===== src/rtl/issue_dual_collector_pkg.sv =====
// Shared types and constants for the dual-lane issue collector.
// Statistics counters (ISSUE_DUAL_COLLECTOR_STATS_EN) use STAT_W.
package issue_dual_collector_pkg;
    localparam int DEF_DATA_W = 8;
    localparam int STAT_W     = 16;

    typedef logic [DEF_DATA_W-1:0] entry_t;
endpackage


===== src/rtl/issue_dual_collector_stats.sv =====
// Saturating activity counters for the issue collector.
// Built only when ISSUE_DUAL_COLLECTOR_STATS_EN is defined.
module issue_dual_collector_stats
    import issue_dual_collector_pkg::*;
(
    input  logic              clk,
    input  logic              rst,
    input  logic              flush,
    input  logic              fire0,
    input  logic              fire1,
    input  logic              in0_valid,
    input  logic              in0_ready,
    output logic [STAT_W-1:0] stat_pushed,
    output logic [STAT_W-1:0] stat_dual,
    output logic [STAT_W-1:0] stat_stall
);
    localparam int SUM_W = STAT_W + 1;
    localparam logic [STAT_W-1:0] SAT = '1;

    // One extra bit catches overflow when two entries land at FFFE/FFFF.
    logic [SUM_W-1:0] pushed_sum;
    assign pushed_sum = {1'b0, stat_pushed} + SUM_W'(fire0) + SUM_W'(fire1);

    always_ff @(posedge clk or posedge rst) begin
        if (rst) begin
            stat_pushed <= '0;
            stat_dual   <= '0;
            stat_stall  <= '0;
        end else if (flush) begin
            stat_pushed <= '0;
            stat_dual   <= '0;
            stat_stall  <= '0;
        end else begin
            stat_pushed <= pushed_sum[STAT_W] ? SAT : pushed_sum[STAT_W-1:0];
            if (fire1 && stat_dual != SAT)
                stat_dual <= stat_dual + STAT_W'(1);
            if (in0_valid && !in0_ready && stat_stall != SAT)
                stat_stall <= stat_stall + STAT_W'(1);
        end
    end
endmodule


===== src/rtl/issue_dual_collector.sv =====
// Two-lane in-order collector: buffers up to two entries per cycle, drains one.
// Optional ISSUE_DUAL_COLLECTOR_STATS_EN adds stat_pushed/stat_dual/stat_stall.
module issue_dual_collector
    import issue_dual_collector_pkg::*;
#(
    parameter  int DATA_W = DEF_DATA_W,
    parameter  int DEPTH  = 8,
    localparam int CNT_W  = $clog2(DEPTH) + 1
) (
    input  logic              sys_clk,
    input  logic              sys_rst,
    input  logic              flush,
    input  logic              in0_valid,
    input  logic [DATA_W-1:0] in0_data,
    output logic              in0_ready,
    input  logic              in1_valid,
    input  logic [DATA_W-1:0] in1_data,
    output logic              in1_ready,
    output logic              out_valid,
    output logic [DATA_W-1:0] out_data,
    input  logic              out_ready,
`ifdef ISSUE_DUAL_COLLECTOR_STATS_EN
    output logic [STAT_W-1:0] stat_pushed,
    output logic [STAT_W-1:0] stat_dual,
    output logic [STAT_W-1:0] stat_stall,
`endif
    output logic [CNT_W-1:0]  occupancy
);
    localparam int PTR_W = $clog2(DEPTH);

    logic [DATA_W-1:0] mem [DEPTH];
    logic [PTR_W-1:0]  wr_ptr, rd_ptr;
    logic [CNT_W-1:0]  count;
    logic              fire0, fire1, pop;

    // Readiness looks only at the registered count, never at out_ready/flush.
    assign in0_ready = !sys_rst && (count != CNT_W'(DEPTH));
    assign in1_ready = !sys_rst && (count <  CNT_W'(DEPTH - 1));

    assign fire0 = in0_valid && in0_ready;
    assign fire1 = fire0 && in1_valid && in1_ready;

    assign out_valid = (count != '0);
    assign out_data  = mem[rd_ptr];
    assign pop       = out_valid && out_ready;
    assign occupancy = count;

    // Storage is cleared on reset so out_data reads 0 until the first write.
    always_ff @(posedge sys_clk or posedge sys_rst) begin
        if (sys_rst) begin
            wr_ptr <= '0;
            rd_ptr <= '0;
            count  <= '0;
            for (int i = 0; i < DEPTH; i++) mem[i] <= '0;
        end else if (flush) begin
            wr_ptr <= '0;
            rd_ptr <= '0;
            count  <= '0;
        end else begin
            if (fire0) mem[wr_ptr] <= in0_data;
            if (fire1) mem[wr_ptr + PTR_W'(1)] <= in1_data;
            wr_ptr <= wr_ptr + PTR_W'(fire0) + PTR_W'(fire1);
            rd_ptr <= rd_ptr + PTR_W'(pop);
            count  <= count + CNT_W'(fire0) + CNT_W'(fire1) - CNT_W'(pop);
        end
    end

`ifdef ISSUE_DUAL_COLLECTOR_STATS_EN
    issue_dual_collector_stats u_stats (
        .clk         (sys_clk),
        .rst         (sys_rst),
        .flush       (flush),
        .fire0       (fire0),
        .fire1       (fire1),
        .in0_valid   (in0_valid),
        .in0_ready   (in0_ready),
        .stat_pushed (stat_pushed),
        .stat_dual   (stat_dual),
        .stat_stall  (stat_stall)
    );
`endif
endmodule


===== config.mk =====
export PLATFORM = sky130hd
export DESIGN_NAME = issue_dual_collector
export DESIGN_NICKNAME = d
export VERILOG_FILES = /design/src/rtl/issue_dual_collector_pkg.sv /design/src/rtl/issue_dual_collector_stats.sv /design/src/rtl/issue_dual_collector.sv
export SDC_FILE = /design/constraint.sdc
export NUM_CORES = 1
export LEC_CHECK = 0
export ABC_AREA = 1
export CAP_MARGIN = 10
export CORE_MARGIN = 1
export CORE_UTILIZATION = 61
export DETAILED_ROUTE_END_ITERATION = 12
export PLACE_DENSITY = 0.84
export SYNTH_ARGS = -nofsm -noshare
export SYNTH_HDL_FRONTEND = slang
export SYNTH_SLANG_ARGS = --single-unit

===== constraint.sdc =====
create_clock -name sys_clk -period 3.15 [get_ports sys_clk]
set_input_delay 0.315 -clock sys_clk [delete_from_list [all_inputs] [get_ports sys_clk]]
set_output_delay 0.315 -clock sys_clk [all_outputs]
set_load 0.02 [all_outputs]

==> reports/summary.txt <==
==================================================================================================
Shortest clock period the worst path allows after layout                                   2880 ps
Clock tree from TritonCTS                                                                     done
Worst setup startpoint                                                                   rd_ptr[1]
Average vias per placed instance                                                             5.631
Latest clock arrival within the worst-skew pair                                             360 ps
Initial Utilization                                                                         62.64%
Count of distinct cell types in the synthesized netlist                                         27
Via count of the routed design                                                                5975
Cells after DPL                                                                               1045
Leakage                                                                                   3.495 nW
Final period util                                                                           91.41%
Via count of the first global-routing pass                                                    5291
Number of buffers added on ports                                                                36
Number of nets with antenna violations after routing                                             0
Launching point of the worst reg2reg path                                             occupancy[2]
Endpoints failing hold                                                                           0
Total overflow reported by the global router                                                     0
Setup Viol. Count Final                                                                          0
Setup Skew                                                                                7.540 ps
Total global-route track usage                                                              37.38%
Cell count of the worst reg-to-reg path                                                         10
Critical path arrival                                                                      2560 ps
First-pass GRT wire length                                                                27870 µm
Routed length per placed instance                                                         16.32 µm
Rel. slew slack                                                                             35.87%
Post-Route Utilization                                                                      68.57%
Most numerous cell in the Yosys netlist                                               sky130_fd_sc_hd__nand2_1
TritonCTS Buffers                                                                                9
Std-Cell Core Area                                                                        9153 µm²
Largest net degree at the start of global routing                                               75
Post-synthesis average cell area                                                         6.138 µm²
Number of enable-type register cells in the synthesized netlist                                  0
Detail Route met3 WL                                                                       2044 µm
Setup Crit Path Kind                                                                  register to output pin
Postcts setup bufs                                                                               0
Part of the power in the clock network                                                       23.1%
Count of TritonRoute iterations in the first routing pass                                        6
DIE HEIGHT                                                                                98.95 µm
Number of nets produced by synthesis                                                           969
Detailed-route DRC error count                                                                   0
Setup slack after placement                                                               655.8 ps
Classification of the worst-slack hold path                                           register to register
P_sw                                                                                      1.634 mW
Fin worst setup slack                                                                     270.4 ps
Top cells by count, synth                                                             416 x sky130_fd_sc_hd__nand2_1, 139 x sky130_fd_sc_hd__nand3_1, 97 x sky130_fd_sc_hd__inv_1
Die width                                                                                 98.95 µm
Total die area                                                                            9790 µm²
Number of antenna violations at the first check in global routing                                0
Cell type contributing the most total cell area after synthesis                       sky130_fd_sc_hd__dfrtp_1
HPWL reported at the end of detailed placement                                            11070 µm
Number of DRC markers after the initial detailed-route iteration                               630
Logic gate share of total power                                                              41.9%
Max-capacitance violation count                                                                  0
RSZ-0062 raised after global routing                                                         false
Library cell used as clock root buffer                                                sky130_fd_sc_hd__clkbuf_8
Final setup TNS                                                                               0 ps
Post-synthesis instance area                                                              5733 µm²
Area contributors post-synth                                                          sky130_fd_sc_hd__dfrtp_1 32%, sky130_fd_sc_hd__nand2_1 27%, sky130_fd_sc_hd__nand3_1 12%
Yosys warnings                                                                                   0
Synthesized instance count                                                                     934
Count of state elements after synthesis                                                         74
Number of standard cells in the layout, taps in and fillers out                               1061
Power density of the placed cells                                                     620.9 nW/µm²
Routed length on met2                                                                      7329 µm
Worst slew pin tran                                                                       961.9 ps
Maximum vdd drop                                                                         0.3752 mV
Row cnt                                                                                         35
Main synth FF type                                                                    sky130_fd_sc_hd__dfrtp_1
Pins Over Slew Limit                                                                             0
Met1 WL                                                                                    6865 µm
Uppermost metal layer occupied by signal nets                                                 met4
Max clock buf depth                                                                              2
Async set-reset flop share out of synthesis                                                 100.0%
Fraction of final layout cells with drive strength greater than 1                           7.053%
Count of nets after finishing                                                                  980
Crit. End Element                                                                       output pin
Placer's final routability congestion estimate                                              0.9457
Critical R2R Capture                                                                  occupancy[1]
Number of gates given a new drive strength after cts                                             0
Total chip power                                                                          3.897 mW
Count of hold buffers inserted by post-cts repair                                                0
I/O pin count                                                                                   37
Top-area cell type share of the netlist area                                                32.30%
Worst reg2reg setup slack                                                                   790 ps
Fmax achieved                                                                            347.3 MHz
Filler instances                                                                               809
Result of the run                                                                        completed
Part of the power in registers                                                               35.0%
H-tree Lvls                                                                                      3
Antenna diode count                                                                              0
Startpoint Class                                                                          register
Critical Path Fanout Max                                                                        18
Wire length reported by the detailed router                                               17320 µm
Data required time of the worst path                                                       2830 ps
Clock transition time at the flip-flop clock pins of the worst setup and hold paths          80 ps
Synthesis-to-layout area growth                                                             9.472%
Portion of the post-synthesis area used by sequential elements                              32.30%
Switching power as a share of total power                                                   41.94%
Critical path capture point                                                            out_data[3]
Number of clock sinks                                                                           74
Pint                                                                                      2.263 mW
==================================================================================================
worst min path at each step:
stage,depth (start not counted),end,start
2_1_floorplan,2,mem[34],mem[34]
3_3_place_gp,2,mem[55],mem[55]
3_5_place_dp,2,mem[53],mem[53]
4_1_cts,2,mem[53],mem[53]
5_1_grt,2,mem[63],mem[63]
6_report,2,mem[53],mem[53]
flip-flops by register name, summed over array words and instances (netlist names):
name,cells
rd_ptr,3
wr_ptr,3
mem,64
occupancy,4
critical path: stages, from the launching register on:
cell and delay (ps):
sky130_fd_sc_hd__dfrtp_1 670, sky130_fd_sc_hd__inv_1 350, sky130_fd_sc_hd__nor2_1 190, sky130_fd_sc_hd__o21ai_0 100, sky130_fd_sc_hd__a31oi_1 250, sky130_fd_sc_hd__clkdlybuf4s50_1 650
logic make-up after synthesis:
kind of cell / synth area share, %
xor+xnor: 0.3056
simple gates: 47.99
flops: 32.30
compound gates: 5.085
buf+inv: 11.09
fa+ha+maj: 3.230
cell type report:
cell class / instances / area, µm² / share of cell area (%)
inverter: 100 / 386.6 / 6.160
clock buffer: 12 / 165.2 / 2.632
sequential: 74 / 1852 / 29.51
tap: 111 / 138.9 / 2.213
timing repair buffer: 44 / 415.4 / 6.619
clock inverter: 4 / 72.57 / 1.156
multi-input combinational: 716 / 3246 / 51.71
layout by cell type (no fill, tap or decap), drive strengths merged:
master and count:
a21boi 1, a21oi 12, a31oi 8, buf 9, bufinv 2, clkbuf 12
clkdlybuf4s50 35, clkinv 1, clkinvlp 2, dfrtp 74, fa 3, ha 10
inv 99, nand2 431, nand3 141, nand3b 4, nor2 70, o21ai 34
xor2 2
per-stage QoR:
stage	hold WS (ps)	area [µm²]
after floorplan	462.8	5737
after global placement	485.8	6038
after detailed placement	486.4	6038
after CTS	508.8	6276
after global routing	533.7	6276
final	505.8	6276
power by group through the flow:
stage / clock, mW / combinational (mW) / sequential [mW]
after floorplan: 0 / 1.12 / 1.30
final: 0.901 / 1.63 / 1.36
after global placement: 0 / 1.57 / 1.38
after detailed placement: 0 / 1.60 / 1.37
after CTS: 0.896 / 1.61 / 1.36
after global routing: 0.935 / 1.81 / 1.39
routing by layer:
metal | global-route usage [%] | vias up
li1 | - | 2915
met1 | 50.62 | 2605
met2 | 55.78 | 365
met3 | 7.943 | 90
met4 | 20.78 | 0
met5 | 0 | -
(Power assumes the default switching activity.)
==> patch 1 (same settings) <==
Set the parameter `DEPTH` to 4 (it was 8).
--- a/src/rtl/issue_dual_collector.sv
+++ b/src/rtl/issue_dual_collector.sv
@@ -5,5 +5,5 @@
 #(
     parameter  int DATA_W = DEF_DATA_W,
-    parameter  int DEPTH  = 8,
+    parameter  int DEPTH  = 4,
     localparam int CNT_W  = $clog2(DEPTH) + 1
 ) (
Interface: changed (resized occupancy); port bits go from 37 to 36. The function was not compared with the original's and may differ.
==> patch 1 against the original RTL <==
Worst setup slack improved by 410 ps; critical endpoint is now out_data[6]; global-route usage decreased by 0.83 points; first-iteration DRC count decreased by 27%; sequential cell count decreased by 35; synthesized area decreased by 46%; wire length decreased by 48%; core utilization increased by 4.8 points; total power decreased by 35%; die area decreased by 45%; cell area decreased by 44%; clock skew decreased by 0.90 ps.
==> patch 1: results (changes against the original RTL) <==
[metrics] count of cell types in the netlist: 29 (was 27)
[metrics] post-synthesis area per instance: 6.54 um^2 (was 6.14 um^2)
[metrics] number of clock buffers in the layout: 8 (was 12)
[metrics] flip-flop count of the largest register, all copies and words added: 32 (was 64)
[metrics] number of global-route vias before repair: 3,109 (was 5,291)
[metrics] startpoint of the worst register-to-register path: occupancy[0]$_DFF_PP0_ (was occupancy[2]$_DFF_PP0_)
[metrics] reg2reg setup slack: 750 ps (was 790 ps)
[metrics] Clock Skew: 6.64 ps (was 7.54 ps)
[metrics] number of multi-input combinational cells in the layout: 380 (was 716)
[metrics] number of standard cells in the layout, taps in and fillers out: 566 (was 1,061)
[metrics] syn_nets: 502 (was 969)
[metrics] Leakage Power: 1.82 nW (was 3.50 nW)
[metrics] met2 global-route usage: 56.5% (was 55.8%)
[metrics] highest clock rate: 0.405 GHz (was 0.347 GHz)
[metrics] power of the sequential group: 0.858 mW (was 1.36 mW)
[metrics] RePlAce Congestion: 0.864 (was 0.946)
[metrics] arithmetic-cell share of the synthesized area counting full adders, half adders and majority gates: 3.15% (was 3.23%)
[metrics] final-layout non-clock buffer area share: 11.4% (was 6.62%)
[metrics] master of the slowest instance on the critical path: sky130_fd_sc_hd__clkdlybuf4s50_1 (was sky130_fd_sc_hd__dfrtp_1)
[metrics] Critical Path Fanout Max: 11 (was 18)
[metrics] sequential cell area share: 27.6% (was 29.5%)
[metrics] Synth area leaders: sky130_fd_sc_hd__dfrtp_1 31%, sky130_fd_sc_hd__nand2_1 24%, sky130_fd_sc_hd__nand3_1 6.9% (was sky130_fd_sc_hd__dfrtp_1 32%, sky130_fd_sc_hd__nand2_1 27%, sky130_fd_sc_hd__nand3_1 12%)
[metrics] maximum number of pins on one net before global-route repair: 51 (was 75)
[metrics] metal2 WL: 4220 um (was 7330 um)
[metrics] share of cell area taken by multi-input logic gates: 52.4% (was 51.7%)
[metrics] met1 track utilization from global routing: 47.8% (was 50.6%)
[metrics] overall routing resource usage: 36.5% (was 37.4%)
[metrics] Worst Reg-to-Reg Cells: 9 (was 10)
[metrics] H-tree depth: 2 (was 3)
[metrics] status: complete, no violations (unchanged)
[metrics] area fraction of clock buffers and clock inverters: 2.83% (was 3.79%)
[metrics] HPWL after DPL: 5790 um (was 11,100 um)
[metrics] Fin Hold WS: 311 ps (was 506 ps)
[metrics] synthesized-area fraction occupied by ao, oa, aoi and oai cells: 12.4% (was 5.09%)
[metrics] post-synthesis sequential area ratio: 31.5% (was 32.3%)
[metrics] via count: 3,273 (was 5,975)
[metrics] CP Capture Point: out_data[6] (was out_data[3])
[metrics] met3 usage: 7.41% (was 7.94%)
[metrics] total instance count after detailed placement: 558 (was 1,045)
==> patch 1: cell types whose count changed after synthesis, moves of 8 or more <==
| cell | before | now |
|---|---|---|
| sky130_fd_sc_hd__nand2_1 | 416 | 202 |
| sky130_fd_sc_hd__o21ai_2 | 0 | 8 |
| sky130_fd_sc_hd__a31oi_1 | 8 | 0 |
| sky130_fd_sc_hd__nand3_1 | 139 | 43 |
| sky130_fd_sc_hd__o21ai_1 | 0 | 11 |
| sky130_fd_sc_hd__inv_1 | 97 | 21 |
| sky130_fd_sc_hd__clkbuf_2 | 8 | 0 |
| sky130_fd_sc_hd__nand2_2 | 15 | 1 |
| sky130_fd_sc_hd__dfrtp_1 | 74 | 39 |
| sky130_fd_sc_hd__nor2_1 | 51 | 33 |
| sky130_fd_sc_hd__o22ai_1 | 0 | 8 |
| sky130_fd_sc_hd__o21ai_0 | 34 | 24 |
==> patch 2 (config.mk and constraints unchanged) <==
Without the edit above. Reset style: synchronous (`sys_rst`), changed in one clocked block.
--- a/src/rtl/issue_dual_collector.sv
+++ b/src/rtl/issue_dual_collector.sv
@@ -47,5 +47,5 @@
 
     // Storage is cleared on reset so out_data reads 0 until the first write.
-    always_ff @(posedge sys_clk or posedge sys_rst) begin
+    always_ff @(posedge sys_clk) begin
         if (sys_rst) begin
             wr_ptr <= '0;
Function: differs if sys_rst is asserted again (counterexample within 4 cycles, from zero or initial values and one cycle with sys_rst high); with sys_rst held inactive, the same outputs for 4 cycles.
==> patch 2 against the original RTL <==
Cell area decreased by 25%; wire length decreased by 38%; combinational power decreased by 68%; total power decreased by 34%; via count decreased by 43%; final cell count decreased by 52%; worst setup slack improved by 24 ps; worst hold slack improved by 51 ps; non-clock buffer count decreased by 2; sequential cell count unchanged; register-to-register slack got worse by 160 ps; die area decreased by 29%; synthesized area decreased by 29%.
==> patch 2: results (changes against the original RTL) <==
[metrics] status: complete, no violations (unchanged)
[metrics] number of flops mapped to enable cells by yosys: 64 (was 0)
[metrics] count of cell types in the netlist: 32 (was 27)
[metrics] Fin Hold WS: 557 ps (was 506 ps)
[metrics] arithmetic-cell share of the synthesized area counting full adders, half adders and majority gates: 4.20% (was 3.23%)
[metrics] clock group power: 0.897 mW (was 0.901 mW)
[metrics] count of TritonRoute iterations in the first routing pass: 5 (was 6)
[metrics] met3 wire length: 1380 um (was 2040 um)
[metrics] mean routed wirelength per cell: 21.3 um (was 16.3 um)
[metrics] capture instance of the worst register-to-register path: occupancy[2]$_SDFF_PP0_ (was occupancy[1]$_DFF_PP0_)
[metrics] worst stage delay on the critical path: 640 ps (was 670 ps)
[metrics] HPWL after DPL: 7480 um (was 11,100 um)
[metrics] post-synthesis sequential area ratio: 52.4% (was 32.3%)
[metrics] Critical Path Start: rd_ptr[1]$_SDFF_PP0_ (was rd_ptr[1]$_DFF_PP0_)
[metrics] Critical Path Fanout Max: 16 (was 18)
[metrics] global-route wire length before repair: 17,000 um (was 27,900 um)
[metrics] CP Capture Point: out_data[5] (was out_data[3])
[metrics] RePlAce Congestion: 0.880 (was 0.946)
[metrics] final worst setup slack: 294 ps (was 270 ps)
[metrics] Clock Skew: 8.63 ps (was 7.54 ps)
[metrics] instance count of the mapped netlist: 384 (was 934)
[metrics] startpoint of the worst hold path: rd_ptr[2]$_SDFF_PP0_ (was mem[53]$_DFFE_PP0N_)
[metrics] slew at the pin closest to its max-slew limit: 600 ps (was 962 ps)
[metrics] Worst Reg-to-Reg Cells: 13 (was 10)
[metrics] synthesized-area fraction occupied by ao, oa, aoi and oai cells: 16.7% (was 5.09%)
[metrics] Synth area leaders: sky130_fd_sc_hd__edfxtp_1 47%, sky130_fd_sc_hd__o22ai_1 11%, sky130_fd_sc_hd__nor2_1 6.3% (was sky130_fd_sc_hd__dfrtp_1 32%, sky130_fd_sc_hd__nand2_1 27%, sky130_fd_sc_hd__nand3_1 12%)
[metrics] met3 usage: 8.21% (was 7.94%)
[metrics] Data arrival, critical path: 2540 ps (was 2560 ps)
[metrics] metal2 WL: 4840 um (was 7330 um)
## patch 2: changes by cell type in the layout (fill, tap and decap cells not counted), moves of 8 or more
cell and change:
sky130_fd_sc_hd__nand2_1 -400, sky130_fd_sc_hd__nand3_1 -129, sky130_fd_sc_hd__dfrtp_1 -74, sky130_fd_sc_hd__o22ai_1 +68, sky130_fd_sc_hd__edfxtp_1 +64, sky130_fd_sc_hd__inv_1 -56, sky130_fd_sc_hd__nor2_1 +17, sky130_fd_sc_hd__nand2_2 -14
sky130_fd_sc_hd__dfxtp_1 +10, sky130_fd_sc_hd__nand4_4 +10, sky130_fd_sc_hd__nor2_2 -9, sky130_fd_sc_hd__a21oi_1 -8
## patch 2: layout make-up
class	instances	area, um^2
sequential	74	2120
clock buffer	9	124
fill	424	1660
timing repair buffer	42	405
inverter	43	165
clock inverter	7	118
multi-input combinational	255	1690
tap	77	96.3
